--- src/rtl/mem_ctrl_pkg.sv ---
// Shared types and defaults for the MEM-stage controller.
package mem_ctrl_pkg;
  typedef enum logic [1:0] {IDLE = 2'd0, REQ = 2'd1, DONE = 2'd2} state_t;
  localparam int ARQ_DEF     = 16;
  localparam int TIMEOUT_DEF = 64;
endpackage

--- src/rtl/mem_stage_ctrl_sat_counter.sv ---
// Saturating up-counter with synchronous clear (clear wins over increment).
module sat_counter #(
  parameter int W = 16
) (
  input  logic         clk,
  input  logic         rst,
  input  logic         inc,
  input  logic         clr,
  output logic [W-1:0] cnt
);
  always_ff @(posedge clk or posedge rst) begin
    if (rst)                   cnt <= '0;
    else if (clr)              cnt <= '0;
    else if (inc && ~&cnt)     cnt <= cnt + 1'b1;
  end
endmodule

--- src/rtl/mem_stage_ctrl.sv ---
// MEM-stage sequencer: runs one req/ready data-memory transaction per memory
// instruction and stalls upstream meanwhile. Optional macro: MEM_TIMEOUT_EN.
module mem_stage_ctrl
  import mem_ctrl_pkg::*;
#(
  parameter int ARQ     = ARQ_DEF,
  parameter int TIMEOUT = TIMEOUT_DEF,
  parameter int CNT_W   = 16
) (
  input  logic             clk,
  input  logic             rst,
  input  logic             mem_enable_in,
  input  logic             wb_enable_in,
  input  logic             store_in,
  input  logic [ARQ-1:0]   addr_in,
  input  logic [ARQ-1:0]   wdata_in,
  input  logic             flush,
  output logic             mem_req,
  output logic             mem_we,
  output logic [ARQ-1:0]   mem_addr,
  output logic [ARQ-1:0]   mem_wdata,
  input  logic             mem_ready,
  input  logic [ARQ-1:0]   mem_rdata,
  output logic             stall,
  output logic [ARQ-1:0]   rdata_out,
  output logic             wb_enable_out,
  output logic [CNT_W-1:0] stall_count
`ifdef MEM_TIMEOUT_EN
  ,
  output logic             mem_err
`endif
);
  state_t state;
  logic   squash;
  logic   wb_q;
  logic   timeout;

  // Gated by rst so a reset mid-transaction releases the pipeline at once.
  assign stall = !rst && ((state == REQ) || (state == IDLE && mem_enable_in && !flush));

  // DONE qualifies write-back live so a flush arriving in DONE still squashes it.
  assign wb_enable_out = (state == DONE) ? (wb_enable_in && !squash && !flush) : wb_q;

  sat_counter #(.W(CNT_W)) u_stall_cnt (
    .clk (clk),
    .rst (rst),
    .inc (stall),
    .clr (1'b0),
    .cnt (stall_count)
  );

`ifdef MEM_TIMEOUT_EN
  logic [7:0] to_cnt;

  sat_counter #(.W(8)) u_to_cnt (
    .clk (clk),
    .rst (rst),
    .inc (1'b1),
    .clr (state != REQ),
    .cnt (to_cnt)
  );

  assign timeout = (state == REQ) && !mem_ready && (to_cnt == 8'(TIMEOUT - 1));

  always_ff @(posedge clk or posedge rst) begin
    if (rst)          mem_err <= 1'b0;
    else if (timeout) mem_err <= 1'b1;
  end
`else
  assign timeout = 1'b0;
`endif

  always_ff @(posedge clk or posedge rst) begin
    if (rst) begin
      state     <= IDLE;
      mem_req   <= 1'b0;
      mem_we    <= 1'b0;
      mem_addr  <= '0;
      mem_wdata <= '0;
      rdata_out <= '0;
      wb_q      <= 1'b0;
      squash    <= 1'b0;
    end else begin
      case (state)
        IDLE: begin
          if (mem_enable_in && !flush) begin
            mem_addr  <= addr_in;
            mem_wdata <= wdata_in;
            mem_we    <= store_in;
            mem_req   <= 1'b1;
            wb_q      <= 1'b0;
            state     <= REQ;
          end else begin
            wb_q <= wb_enable_in && !flush && !mem_enable_in;
          end
        end
        REQ: begin
          wb_q <= 1'b0;
          if (flush) squash <= 1'b1;
          if (mem_ready) begin
            mem_req <= 1'b0;
            if (!mem_we) rdata_out <= mem_rdata;
            state <= DONE;
          end else if (timeout) begin
            // Aborted access: reuse squash to kill the write-back.
            mem_req   <= 1'b0;
            rdata_out <= '0;
            squash    <= 1'b1;
            state     <= DONE;
          end
        end
        DONE: begin
          squash <= 1'b0;
          wb_q   <= 1'b0;
          state  <= IDLE;
        end
        default: state <= IDLE;
      endcase
    end
  end
endmodule

--- config.mk ---
export PLATFORM = sky130hd
export DESIGN_NAME = mem_stage_ctrl
export DESIGN_NICKNAME = d
export VERILOG_FILES = /design/src/rtl/mem_ctrl_pkg.sv /design/src/rtl/mem_stage_ctrl_sat_counter.sv /design/src/rtl/mem_stage_ctrl.sv
export SDC_FILE = /design/constraint.sdc
export NUM_CORES = 1
export LEC_CHECK = 0
export BUFFER_PORTS_ARGS = -buffer_cell sky130_fd_sc_hd__buf_2
export CAP_MARGIN = 20
export CELL_PAD_IN_SITES_DETAIL_PLACEMENT = 0
export CELL_PAD_IN_SITES_GLOBAL_PLACEMENT = 1
export CORE_UTILIZATION = 30
export DETAILED_ROUTE_END_ITERATION = 6
export PLACE_DENSITY = 0.77
export RECOVER_POWER = 100
export SETUP_SLACK_MARGIN = 0.2
export SLEW_MARGIN = 20
export SYNTH_ARGS = -nofsm -noshare
export SYNTH_HDL_FRONTEND = slang
export SYNTH_SLANG_ARGS = --single-unit
--- constraint.sdc ---
create_clock -name clk -period 3.9 [get_ports clk]
set_input_delay 0 -clock clk [delete_from_list [all_inputs] [get_ports clk]]
set_output_delay 0 -clock clk [all_outputs]
set_load 0.1 [all_outputs]
# Yosys cells after proc, flatten, opt, wreduce, memory -nomap -nowiden
# Cells that the tools add are included.
# W data, S select, Z words.
# classes
addsub	1
eq_ne	5
muxes	11
bitwise_logic	1
reduce_logical	26
# ops
operator	n
$add A16 B1 Y16 const B	1
$reduce_and A16 Y1	1
$logic_and A1 B1 Y1	9
$pmux W1 S2	3
$reduce_and A2 Y1	3
$reduce_and A3 Y1	2
$reduce_bool A2 Y1	3
$logic_not A1 Y1	5
$mux W1	5
$mux W2	2
$ne A2 B2 Y1 const B	2
$pmux W2 S2	1
$eq A2 B1 Y1 const B	1
$eq A2 B2 Y1 const B	1
$logic_not A2 Y1	1
$ne A2 B1 Y1 const B	1
$reduce_or A2 Y1	1
$logic_or A1 B1 Y1	1
$not A1 Y1	1
# word_totals
register_bits	70

# Logic depth before layout (Yosys ltp)
# logic_depth
depth_word	6
depth_mapped	7
depth_no_buf	6

# By module
# A second synthesis with hierarchy kept.
# hier_totals
cells_unflattened	241
hier_area_um2	3200.6
# by_module_without_submodules
module	n_inst	cells_per_inst	area_each_um2	seq_area_each_um2
mem_stage_ctrl	1	137	2278.4	1351.3
sat_counter	1	104	922.1	400.4

# Least setup slack after synthesis
# No wires, ideal clock.
# synth_path
path_kind	input to register
startpoint	input rst
endpoint	register u_stall_cnt.cnt[12]
setup_ns	0.126
arrival_time_ns	2.404
required_ns	3.774
setup_slack_ns	1.371
path_stages	4
n_path_buf	0
path_cell_list	inv_1 o211ai_4 nor3_1 mux2_2
# synth_via
elab_chain_len	3
# synth_rtl
item	line_no	text
from (decl)	mem_stage_ctrl.sv:11	input logic rst,
$logic_not A1 Y1 (no source line)	--	
$logic_and A1 B1 Y1	mem_stage_ctrl.sv:39	assign stall = !rst && ((state == REQ) || (state == IDLE && mem_enable_in && !flush));
$logic_and A1 B1 Y1	mem_stage_ctrl_sat_counter.sv:14	else if (inc && ~&cnt) cnt <= cnt + 1'b1;
to (signal assigned)	mem_stage_ctrl_sat_counter.sv:14	
to (decl)	mem_stage_ctrl_sat_counter.sv:9	output logic [W-1:0] cnt
# No other way between the ends.
# A chain may end at the register's enable or synchronous reset.

# Final worst setup path
# layout_path
startpoint	input rst
endpoint	output stall
# layout_via
elab_chain_len	2
# layout_rtl
item	line_no	text
$logic_not A1 Y1 (no source line)	--	
$logic_and A1 B1 Y1	mem_stage_ctrl.sv:39	
to (decl)	mem_stage_ctrl.sv:24	output logic stall,
# No other way between the ends.

==> impl_summary.txt <==
----------------------------------------------------
[Outcome]
  Outcome ... finished, violations left
  Failing checks ... capacitance limit, slew limit

[Synth]
  EDFF count, synth ... 0
  Area share of the largest cell type after synthesis ... 57.45%
  Most area-hungry cell type in the Yosys netlist ... dfrtp_1
  Leading register cell type out of synthesis ... dfrtp_1
  Biggest area contributors in the synthesized netlist ... dfrtp_1, nand2_1, mux2_2
  Yosys Warn Count ... 0
  Mean instance size in the synthesized netlist ... 10.55 um^2
  Cell count after synthesis ... 289
  Fraction of registers with async set or reset after synthesis ... 100.0%
  Number of synthesized register bits ... 70
  Seq/Total Area, Yosys ... 57.45%
  Netlist area before placement ... 3049 um^2
  Count leader, synth ... nand2_1
  Number of distinct standard cells referenced by the synthesized netlist ... 39
  Top post-synthesis cells by count ... nand2_1, dfrtp_1, mux2_2
  Number of nets produced by synthesis ... 349

[Layout]
  Share of post-route cells with drive strength above 1 ... 20.34%
  Syn-to-layout area delta ... 44.07%
  Ant diodes ... 0
  Footprint of the multi-input gates ... 1189 um^2
  Register cell area after layout ... 1752 um^2
  Number of filler instances in the final layout ... 989
  # nets final ... 527

[Route]
  First-pass iteration count of the detailed router ... 4
  Total number of vias ... 2640
  Remaining DRCs ... 0
  Average wire per standard cell ... 12.68 um
  Via-to-Cell Ratio ... 4.364
  Drt initial violations ... 80
  Final wirelength ... 7670 um
  ANT nets after route ... 0

[Clock tree]
  Later-pin clock latency in the skew report ... 340 ps
  Root cell of the clock tree ... clkbuf_8
  CTS clk-pin slew, worst paths ... 70 ps
  Number of post-CTS setup repair buffers ... 0
  Cts bufs inserted ... 9
  TritonCTS clock tree ... yes
  Number of H-tree branching levels ... 3
  CTS max path bufs ... 2
  Number of clock sinks ... 70

[STA]
  Max-slew headroom at the worst pin ... -6.535%
  Transition at the pin with the smallest max-transition slack ... 1589 ps
  Clock Skew ... 9.939 ps
  Final Hold Viols ... 0
  Final Max Slew Viols ... 36
  Post-layout minimum cycle time ... 2796 ps
  Number of setup violations in the final report ... 0
  Fin crit share ... 71.70%
  Max Clk Rate ... 357.6 MHz
  Unrepaired setup endpoints after global routing ... no
  Summed negative setup slack over all endpoints ... 0 ps

[Floorplanning]
  Number of placed I/O pins ... 123
  Horizontal extent of the die ... 102.8 um
  Initial cell density of the core ... 31.05%
  # rows ... 36
  Vert. Die Dim ... 102.8 um
  Die Area ... 10570 um^2
  Core area ... 9819 um^2

[Global route]
  All-Layer GR Usage ... 14.77%
  Global route total overflow ... 0
  Largest net degree at the start of global routing ... 39
  Initial antenna violation count ... 0
  Vias in the first global route ... 2521
  Wire length of the first global-routing pass ... 11790 um

[Placed design]
  Detailed Place HPWL ... 4953 um
  Weighted congestion reported at the end of routability-driven placement ... 0.7145
  Number of buffer cells added on primary ports ... 122

[Worst setup path]
  Worst-case register-to-register setup slack ... 1430 ps
  Crit Path Class ... in2out
  CP endpoint kind ... output pin
  Maximum fanout along the worst path ... 35
  Arrival time reported for the critical path endpoint ... 2800 ps
  CP required ... 3900 ps
  Kind of start point of the critical path ... input pin

[Job]
  Maximum Capacitance Violations ... 1

[Hold path]
  Type of the most critical hold path ... in2reg

----------------------------------------------------
cells in the final DEF (no fill, tap or decap), types with 6 or more instances in the layout:
| master | synthesis | final |
|---|---|---|
| nor2_1 | 6 | 6 |
| dfrtp_1 | 70 | 70 |
| dlygate4sd3_1 | 0 | 53 |
| inv_1 | 7 | 7 |
| clkbuf_1 | 7 | 70 |
| nand4_1 | 7 | 7 |
| xor2_1 | 7 | 7 |
| clkbuf_8 | 0 | 9 |
| nand2_1 | 111 | 111 |
| buf_2 | 2 | 54 |
| mux2_2 | 20 | 20 |
layer usage:
layer	GRT usage [%]	up-vias	part of all wire, %
li1	-	1312	-
met1	17.70	1231	45
met2	24.77	85	48
met3	3.932	12	5.7
met5	0	-	0
met4	6.934	0	1.6
what timing repair did:
| item | CTS | global route |
|---|---|---|
| resized for setup | 0 | 0 |
| endpoints found under the hold margin | 84 | 0 |
| setup endpoints to repair | 0 | 0 |
| hold buffers | 53 | 0 |
critical path, stage by stage:
cell and delay (ps):
dlygate4sd3_1 530, clkbuf_1 150, clkinvlp_2 1240, o21ai_2 510
inv_1 70, buf_2 300
final timing paths:
kind                               from             endpoint  depth (start not counted)
max                                 rst                stall                          6
max reg2reg                    state[0]  u_stall_cnt.cnt[15]                          6
min                               flush               squash                          4
min in group asynchronous           rst          mem_addr[1]                          3
min reg2reg                mem_addr[15]         mem_addr[15]                          2
max in group asynchronous           rst        rdata_out[14]                          4
flip-flops by register name (all words and copies together) (netlist names):
signal / flops
mem_wdata: 16
mem_req: 1
u_stall_cnt.cnt: 16
wb_q: 1
mem_we: 1
mem_addr: 16
squash: 1
rdata_out: 16
state: 2
kinds of logic (layout without fill, tap and decap cells):
kind of cell / count (synthesis) / after routing / share of synthesized area, %
buf+inv: 18 / 201 / 2.544
xor+xnor: 10 / 10 / 2.873
fa+ha+maj: 5 / 5 / 2.052
compound gates: 13 / 13 / 3.816
flops: 70 / 70 / 57.45
simple gates: 151 / 151 / 23.18
mux: 22 / 22 / 8.084
per-stage QoR:
| stage | hold slack [ps] | setup WS (ps) | cell area, um^2 | instances | utilization (%) |
|---|---|---|---|---|---|
| floorplan | 96.35 | 1371 | 3049 | 289 | - |
| global placement | 120.8 | 1610 | 3795 | 536 | 38.65 |
| detailed placement | 122.3 | 1522 | 3795 | 536 | 38.65 |
| CTS | 34.23 | 1364 | 4516 | 605 | 45.99 |
| global route | 96.25 | 627.7 | 4393 | 605 | 44.74 |
| finish | 42.17 | 1104 | 4393 | 605 | 44.74 |
cell type report:
cell class / instances / area share, %
sequential: 70 / 39.87
multi-input combinational: 201 / 27.06
timing repair buffer: 177 / 24.24
tap: 133 / 3.788
clock buffer: 10 / 2.905
clock inverter: 6 / 1.424
inverter: 8 / 0.7120
Power is not shown: default switching activity piles up to over one toggle a cycle in this logic, so the estimate is an artifact.
